<file path="src/rtl/tft_pkg.sv">
// Shared state encoding, command opcodes and word-formatting helper for the
// TFT frame sequencer and its command emitter.
package tft_pkg;

    typedef enum logic [3:0] {
        ST_IDLE,
        ST_CASET,
        ST_PASET,
        ST_RAMWR,
        ST_FETCH,
        ST_LATCH,
        ST_SEND,
        ST_DONE,
        ST_GAP
    } state_t;

    localparam logic [7:0] CMD_CASET = 8'h2A;
    localparam logic [7:0] CMD_PASET = 8'h2B;
    localparam logic [7:0] CMD_RAMWR = 8'h2C;

    // Command and parameter bytes travel in the low byte of the 24-bit word.
    function automatic logic [23:0] byte_word(input logic [7:0] b);
        return {16'h0000, b};
    endfunction

endpackage

</file>
<file path="src/rtl/tft_cmd_emitter.sv">
// Serialises one command byte followed by four parameter bytes
// (0x00, 0x00, param[15:8], param[7:0]) over a valid/ready handshake.
// While en_i is high the current word is presented; last_o marks the
// cycle in which the final parameter byte is accepted.
module tft_cmd_emitter
    import tft_pkg::*;
(
    input  logic        clk,
    input  logic        rst,
    input  logic        en_i,
    input  logic [7:0]  cmd_i,
    input  logic [15:0] param_i,
    input  logic        wr_rdy_i,
    output logic        wr_vld_o,
    output logic        wr_cmd_o,
    output logic [23:0] wr_data_o,
    output logic        last_o
);

    logic [2:0] idx_q, idx_d;

    // Word selection by index and advance on each accepted word.
    always_comb begin
        idx_d     = idx_q;
        wr_vld_o  = en_i;
        wr_cmd_o  = 1'b0;
        wr_data_o = 24'h000000;
        last_o    = 1'b0;
        if (en_i) begin
            case (idx_q)
                3'd0: begin
                    wr_cmd_o  = 1'b1;
                    wr_data_o = byte_word(cmd_i);
                end
                3'd3:    wr_data_o = byte_word(param_i[15:8]);
                3'd4:    wr_data_o = byte_word(param_i[7:0]);
                default: wr_data_o = 24'h000000;
            endcase
            if (wr_rdy_i) begin
                if (idx_q == 3'd4) begin
                    idx_d  = 3'd0;
                    last_o = 1'b1;
                end else begin
                    idx_d = idx_q + 3'd1;
                end
            end
        end else begin
            idx_d = 3'd0;
        end
    end

    // Word index register.
    always_ff @(posedge clk) begin
        if (rst) idx_q <= 3'd0;
        else     idx_q <= idx_d;
    end

endmodule

</file>
<file path="src/rtl/tft_frame_sequencer.sv">
// Frame sequencer for a TFT panel: issues CASET/PASET/RAMWR, then pulls one
// pixel at a time from a pixel reader and forwards it to the TFT writer.
module tft_frame_sequencer
    import tft_pkg::*;
#(
    parameter int unsigned FRAME_GAP = 0
) (
    input  logic        clk,
    input  logic        rst,
    input  logic        i_enable,
    input  logic [15:0] i_width,
    input  logic [15:0] i_height,
    input  logic        i_pixel_rdy,
    output logic        o_pixel_stb,
    input  logic [7:0]  i_red,
    input  logic [7:0]  i_green,
    input  logic [7:0]  i_blue,
    output logic        o_wr_vld,
    output logic        o_wr_cmd,
    output logic [23:0] o_wr_data,
    input  logic        i_wr_rdy,
    output logic        o_busy,
    output logic        o_frame_done
);

    state_t      state_q, state_d;
    logic [15:0] w_q, w_d, h_q, h_d;
    logic [31:0] n_q, n_d, cnt_q, cnt_d, gap_q, gap_d;
    logic [23:0] pix_q, pix_d;

    logic        em_en, em_vld, em_cmd, em_last;
    logic [7:0]  em_opcode;
    logic [15:0] em_param;
    logic [23:0] em_data;

    // The emitter is shared between CASET and PASET; only opcode and extent differ.
    assign em_en     = (state_q == ST_CASET) || (state_q == ST_PASET);
    assign em_opcode = (state_q == ST_PASET) ? CMD_PASET : CMD_CASET;
    assign em_param  = (state_q == ST_PASET) ? (h_q - 16'd1) : (w_q - 16'd1);

    tft_cmd_emitter u_emitter (
        .clk       (clk),
        .rst       (rst),
        .en_i      (em_en),
        .cmd_i     (em_opcode),
        .param_i   (em_param),
        .wr_rdy_i  (i_wr_rdy),
        .wr_vld_o  (em_vld),
        .wr_cmd_o  (em_cmd),
        .wr_data_o (em_data),
        .last_o    (em_last)
    );

    // Next-state and output decode; outputs depend only on registered state
    // plus the handshake inputs, so reset clears them on the next edge.
    always_comb begin
        state_d      = state_q;
        w_d          = w_q;
        h_d          = h_q;
        n_d          = n_q;
        cnt_d        = cnt_q;
        gap_d        = gap_q;
        pix_d        = pix_q;
        o_pixel_stb  = 1'b0;
        o_wr_vld     = em_vld;
        o_wr_cmd     = em_cmd;
        o_wr_data    = em_data;
        o_busy       = (state_q != ST_IDLE) && (state_q != ST_GAP);
        o_frame_done = 1'b0;
        case (state_q)
            ST_IDLE: begin
                if (i_enable) begin
                    w_d   = i_width;
                    h_d   = i_height;
                    n_d   = 32'(i_width) * 32'(i_height);
                    cnt_d = 32'd0;
                    if ((i_width == 16'd0) || (i_height == 16'd0)) state_d = ST_DONE;
                    else                                          state_d = ST_CASET;
                end
            end
            ST_CASET: if (em_last) state_d = ST_PASET;
            ST_PASET: if (em_last) state_d = ST_RAMWR;
            ST_RAMWR: begin
                o_wr_vld  = 1'b1;
                o_wr_cmd  = 1'b1;
                o_wr_data = byte_word(CMD_RAMWR);
                if (i_wr_rdy) begin
                    cnt_d   = 32'd0;
                    state_d = ST_FETCH;
                end
            end
            ST_FETCH: begin
                if (i_pixel_rdy) begin
                    o_pixel_stb = 1'b1;
                    state_d     = ST_LATCH;
                end
            end
            ST_LATCH: begin
                pix_d   = {i_red, i_green, i_blue};
                state_d = ST_SEND;
            end
            ST_SEND: begin
                o_wr_vld  = 1'b1;
                o_wr_cmd  = 1'b0;
                o_wr_data = pix_q;
                if (i_wr_rdy) begin
                    cnt_d = cnt_q + 32'd1;
                    if ((cnt_q + 32'd1) == n_q) state_d = ST_DONE;
                    else                        state_d = ST_FETCH;
                end
            end
            ST_DONE: begin
                o_frame_done = 1'b1;
                gap_d        = 32'd0;
                state_d      = (FRAME_GAP > 0) ? ST_GAP : ST_IDLE;
            end
            ST_GAP: begin
                if (gap_q == 32'(FRAME_GAP - 1)) state_d = ST_IDLE;
                else                             gap_d   = gap_q + 32'd1;
            end
            default: state_d = ST_IDLE;
        endcase
    end

    // State and datapath registers.
    always_ff @(posedge clk) begin
        if (rst) begin
            state_q <= ST_IDLE;
            w_q     <= 16'd0;
            h_q     <= 16'd0;
            n_q     <= 32'd0;
            cnt_q   <= 32'd0;
            gap_q   <= 32'd0;
            pix_q   <= 24'h000000;
        end else begin
            state_q <= state_d;
            w_q     <= w_d;
            h_q     <= h_d;
            n_q     <= n_d;
            cnt_q   <= cnt_d;
            gap_q   <= gap_d;
            pix_q   <= pix_d;
        end
    end

endmodule

</file>
<file path="config.mk">
export PLATFORM = sky130hd
export DESIGN_NAME = tft_frame_sequencer
export DESIGN_NICKNAME = d
export VERILOG_FILES = /design/src/rtl/tft_pkg.sv /design/src/rtl/tft_cmd_emitter.sv /design/src/rtl/tft_frame_sequencer.sv
export SDC_FILE = /design/constraint.sdc
export NUM_CORES = 1
export LEC_CHECK = 0
export BUFFER_PORTS_ARGS = -buffer_cell sky130_fd_sc_hd__buf_4
export CAP_MARGIN = 0
export CORE_ASPECT_RATIO = 1.25
export CORE_UTILIZATION = 65
export CTS_BUF_LIST = sky130_fd_sc_hd__clkbuf_8
export DETAILED_ROUTE_END_ITERATION = 12
export PLACE_DENSITY = 0.92
export SKIP_CTS_REPAIR_TIMING = 1
export SLEW_MARGIN = 20
export SYNTH_ARGS = -nofsm -noshare
export SYNTH_HDL_FRONTEND = slang
export SYNTH_SLANG_ARGS = --single-unit
</file>
<file path="constraint.sdc">
create_clock -name clk -period 7.75 [get_ports clk]
set_input_delay 0.3875 -clock clk [delete_from_list [all_inputs] [get_ports clk]]
set_output_delay 0.3875 -clock clk [all_outputs]
set_load 0.1 [all_outputs]
</file>
-- Yosys cells after proc, flatten, opt, wreduce, memory -nomap -nowiden
Cells that the tools add are included.
- input port bits: 61
- RAM bits: 0
- output and inout port bits: 29
- bits in latches: 0
- register bits: 159
- memories: 0
- bits in read-only memories: 0
- logic and storage cells: 84
- reduce and logical (&&, ||, !) cells: 16
- divide/modulo/power cells: 0
- bitwise logic cells: 1
- multiply operators: 1
- shift operators: 0
- $add $sub $neg: 5
- $lt $le $gt $ge: 0
- mux-type cells: 32
- equality and inequality tests: 21
- operators by type and width (operator ; number):
    $mux 32 ; 4
    $pmux 32 s3 ; 1
    $add 32x1->32 const B ; 2
    $pmux 32 s2 ; 1
    $pmux 24 s2 ; 1
    $eq 32x32->1 ; 1
    $eq 32x32->1 const B ; 1
    $logic_not 16->1 ; 2
    $mul 16x16->32 ; 1
    $pmux 4 s8 ; 1
    $sub 16x1->16 const B ; 2
    $mux 4 ; 7
    $mux 24 ; 1
    $pmux 8 s3 ; 1
    $eq 4x3->1 const B ; 4
    $mux 16 ; 1
    $ne 2x2->1 const B ; 8
    $mux 1 ; 10
    $eq 4x2->1 const B ; 2
    $reduce_and 7->1 ; 1
    $mux 3 ; 2
    $eq 4x1->1 const B ; 1
    $eq 4x4->1 const B ; 1
    $logic_not 4->1 ; 1
    other kinds (16) ; 19

-- Logic depth before layout (Yosys ltp)
- depth after elaboration: 6
- mapped depth: 23
- mapped depth without buffers: 21

-- Cells and area by module
A second synthesis with hierarchy kept.
- cells, all modules: 1972
- area total of the unflattened synthesis: 15941.5 µm²
- modules (own cells, without submodules) (module ; area an instance (µm²) ; seq. area each (µm²) ; instances ; cells each):
    tft_frame_sequencer ; 15367.2 ; 2462.4 ; 1 ; 1905
    tft_cmd_emitter ; 574.3 ; 60.1 ; 1 ; 67

-- Worst setup path after synthesis
Ideal clock, no wire load.
- kind: input to register
- start point: in i_height[7]
- end point: reg n_q[31]
- setup time: 75 ps
- buffers on the path: 2
- slack: 1729 ps
- required time: 7675 ps
- arrival time: 5946 ps
- stages on the path: 19
- path through: clkbuf_1 clkbuf_1 nand2_1 fa_1 fa_1 inv_1 fa_1 fa_1 fa_1 fa_1 ha_1 a21o_1 or4_1 a211oi_1 o21ai_1 a21o_1 or3_1 a21o_1 a31oi_1
- longest elaborated chain between the ends: 1
- RTL lines (item ; RTL line ; text):
    start, declared ; tft_frame_sequencer.sv:12 ; input logic [15:0] i_height,
    $mul 16x16->32 ; tft_frame_sequencer.sv:75 ; n_d = 32'(i_width) * 32'(i_height);
    end signal, assigned ; tft_frame_sequencer.sv:139 ; n_q <= n_d;
    end, declared ; tft_frame_sequencer.sv:28 ; logic [31:0] n_q, n_d, cnt_q, cnt_d, gap_q, gap_d;
No other way between the ends.
A chain may end at the register's enable or synchronous reset.

-- Worst setup path after layout
- start point: in i_width[7]
- end point: reg n_q[30]
- longest elaborated chain between the ends: 1
- RTL lines (item ; RTL line ; text):
    start, declared ; tft_frame_sequencer.sv:11 ; input logic [15:0] i_width,
    $mul 16x16->32 ; tft_frame_sequencer.sv:75 ;
No other way between the ends.

==> flow_summary.json <==
{
  "status": "finished, final reports clean",
  "path_clk_slew_ns": 0.08,
  "setup_tns_ns": 0,
  "max-vdd-ir-drop_v": 0.000400,
  "start_kind": "input port",
  "synth-seq-cells": 126,
  "worst_path_most_repeated_cell": "fa_1",
  "port_buffers": 89,
  "postRouteWirelength_mm": 40.8,
  "hp-class": "in2reg",
  "arrival_ns": 6.12,
  "grt_max_degree": 100,
  "grt_pass1_vias": 13855,
  "pwr-share-clk": 0.089,
  "cp_cell_sequence": "buf_4, and2_1, fa_1, inv_1, fa_1, fa_1, fa_1, inv_1, fa_1, inv_1, fa_1, inv_1, ha_1, nand2_1, nor3_1, a21boi_1, o41a_1, a31oi_1, a2bb2oi_1, or4_1, nand3_1",
  "worst_path_dominant_cell_family": "adder cells",
  "vias": 13523,
  "antenna_found_initial": 1,
  "grt_pass1_wl_mm": 66.9,
  "clock-sinks": 126,
  "cts-htree-levels": 4,
  "initial_utilization": 0.670,
  "ys_seq_area_frac": 0.162,
  "viasPerCell": 6.07,
  "cts_tree": "built",
  "combinationalPowerShare": 0.796,
  "die_x_um": 140,
  "wl_per_cell_um": 18.3,
  "switchingPower_mw": 3.78,
  "fp-row-count": 62,
  "layout_min_cycle_time_ns": 5.73,
  "yosys_warnings": 0,
  "clk_latency_ns": 0.46,
  "max-slew-margin-rel": 0.330,
  "fin_crit_sh": 0.740,
  "synth_top_flop_cell": "dfxtp_1",
  "seqPwrFrac": 0.114,
  "gp_congestion": 0.947,
  "synthArstFlopShare": 0,
  "drt-pass1-iter-count": 5,
  "cp-end-kind": "flop",
  "utilization": 0.717,
  "skew_ns": 0.0160,
  "n_antenna_cell": 0,
  "fill_cells": 1690,
  "drt_iter0_markers": 1207,
  "finish.instance_area_um2": 16600,
  "numCtsBuffers": 17,
  "grt_overflow_total": 0,
  "core_um2": 23200,
  "synth_area_leaders": "fa_1, dfxtp_1, ha_1",
  "critPathMaxFanout": 18,
  "cts_buffer_depth": 2,
  "leakage_nw": 7.75,
  "syn_to_final_growth_pct": 7.05,
  "timing.fmax_mhz": 174,
  "p_per_area_nw_per_um2": 435,
  "critPathMaxStageDelay_ns": 0.55,
  "postRouteAntennaNets": 0,
  "intPower_mw": 3.45,
  "rsz0062_at_grt": "false",
  "grtUsageTotal": 0.343,
  "hpwl_mm": 30.4,
  "placed_cell_area_um2": 16200,
  "io_pins": 90,
  "route.detailed.drc": 0,
  "crit_buf_inv": 5,
  "path_class": "in2reg",
  "setup_viol": 0,
  "synth_nets": 2289,
  "drive_above_1_share": 0.0793,
  "post_synth_num_cell_types": 76,
  "finalNetCount": 2292,
  "cap_violations": 0,
  "yosys.area.top_type": "fa_1",
  "cts-root-buf": "clkbuf_8",
  "synth_area_per_cell_um2": 8.07,
  "placedCellCount": 2197,
  "tightest_slew_ns": 1.00,
  "cp_data_required_time_ns": 8.14,
  "synth-edff-count": 0,
  "dieArea_um2": 24500,
  "synthCells": 1925,
  "die_h_um": 175,
  "synth.top_cell.area_share": 0.250,
  "stdcell_count": 2229,
  "hold_viol": 0,
  "swShare": 0.523,
  "critPathSlowestCell": "fa_1",
  "syn_area_um2": 15500,
  "final-max-slew-violation-count": 0
}
==> synthesized netlist by cell type, drive strengths merged, types with 4 or more instances <==
| library cell | count |
|---|---|
| nand2 | 344 |
| inv | 237 |
| fa | 194 |
| a21oi | 153 |
| and2 | 129 |
| dfxtp | 126 |
| ha | 109 |
| clkbuf | 99 |
| nor2 | 85 |
| xnor2 | 58 |
| o21ai | 53 |
| and3 | 34 |
| nor3 | 32 |
| xor2 | 27 |
| mux2i | 25 |
| nand3 | 23 |
| a21o | 22 |
| a211oi | 16 |
| nor4 | 15 |
| buf | 12 |
| nand4 | 11 |
| or3 | 11 |
| a31oi | 10 |
| nand2b | 10 |
| a22oi | 6 |
| nand3b | 6 |
| nor2b | 6 |
| o21a | 6 |
| or4 | 6 |
| a2111oi | 5 |
| o211ai | 5 |
| o21bai | 5 |
| o221ai | 4 |
==> cell usage in the layout (no fill, tap or decap), types with 29 or more instances in the layout <==
| master | synthesis | layout |
|---|---|---|
| a21oi_1 | 152 | 152 |
| and2_1 | 127 | 126 |
| and3_1 | 34 | 34 |
| buf_4 | 0 | 95 |
| dfxtp_1 | 126 | 126 |
| fa_1 | 194 | 194 |
| ha_1 | 109 | 109 |
| inv_1 | 237 | 238 |
| nand2_1 | 342 | 341 |
| nor2_1 | 84 | 84 |
| nor3_1 | 29 | 29 |
| o21ai_0 | 45 | 45 |
| xnor2_1 | 58 | 58 |
==> final timing paths <==
check / start / end / slack (ns) / cells after the start
setup reg to reg: cnt_q[5] / state_q[0] / 4.73 / 8
hold / removal: i_blue[3] / pix_q[3] / 0.18 / 3
hold reg to reg: pix_q[21] / pix_q[21] / 0.46 / 2
setup / recovery: i_width[7] / n_q[30] / 2.02 / 21
==> sequential cells by signal, indices dropped and copies added (netlist names) <==
register and count:
state_q 3, cnt_q 32, w_q 16, pix_q 24
n_q 32, u_emitter.idx_q 3, h_q 16
==> stage by stage <==
| step | setup slack [ns] | total power, mW | hold WS, ns |
|---|---|---|---|
| finish | 2.02 | 7.23 | 0.176 |
| global route | 1.77 | 7.85 | 0.155 |
| CTS | 2.12 | 7.12 | 0.163 |
| detailed placement | 1.65 | 6.43 | 0.445 |
| global placement | 1.75 | 6.27 | 0.437 |
| floorplan | 1.73 | 5.16 | 0.432 |
==> worst register-to-register path, cell delays in order, from the launching register on <==
cell	delay, ns
dfxtp_1	0.59
nand4_4	0.26
nor3_4	0.49
nand4_1	0.28
a31oi_1	0.26
o221ai_1	0.18
a2111oi_2	0.40
nand4_1	0.23
a211oi_2	0.25
==> cells by family after synthesis <==
family | after synthesis | synth area share
adder cells (fa/ha/maj) | 304 | 0.339
multiplexers | 27 | 0.0176
AO/OA/AOI/OAI | 307 | 0.119
AND/OR/NAND/NOR | 728 | 0.230
buffers and inverters | 348 | 0.0852
XOR/XNOR | 85 | 0.0479
flip-flops | 126 | 0.162
==> power groups by stage <==
stage,sequential [mW],combinational [mW],clock (mW)
CTS,0.822,5.64,0.651
global placement,0.831,5.44,0
finish,0.826,5.76,0.647
floorplan,0.790,4.37,0
global route,0.834,6.34,0.682
detailed placement,0.837,5.60,0
==> metal layers <==
layer  GRT usage  up-vias  wire length [um]  part of all wire
met5           0        -                13           0.00032
met4       0.155        2              1630             0.040
met3      0.0537      147              3220             0.079
met2       0.600      679             20100              0.49
li1            -     6210                 -                 -
met1       0.415     6485             15800              0.39
==> final cells by class <==
type / instances / area [um^2] / area share
multi-input combinational: 1451 / 11700 / 0.703
sequential: 126 / 2520 / 0.152
inverter: 237 / 890 / 0.0535
timing repair buffer: 95 / 713 / 0.0429
tap: 288 / 360 / 0.0217
clock buffer: 17 / 234 / 0.0141
clock inverter: 15 / 211 / 0.0127
Note: power is estimated with default switching activity, not from simulation.
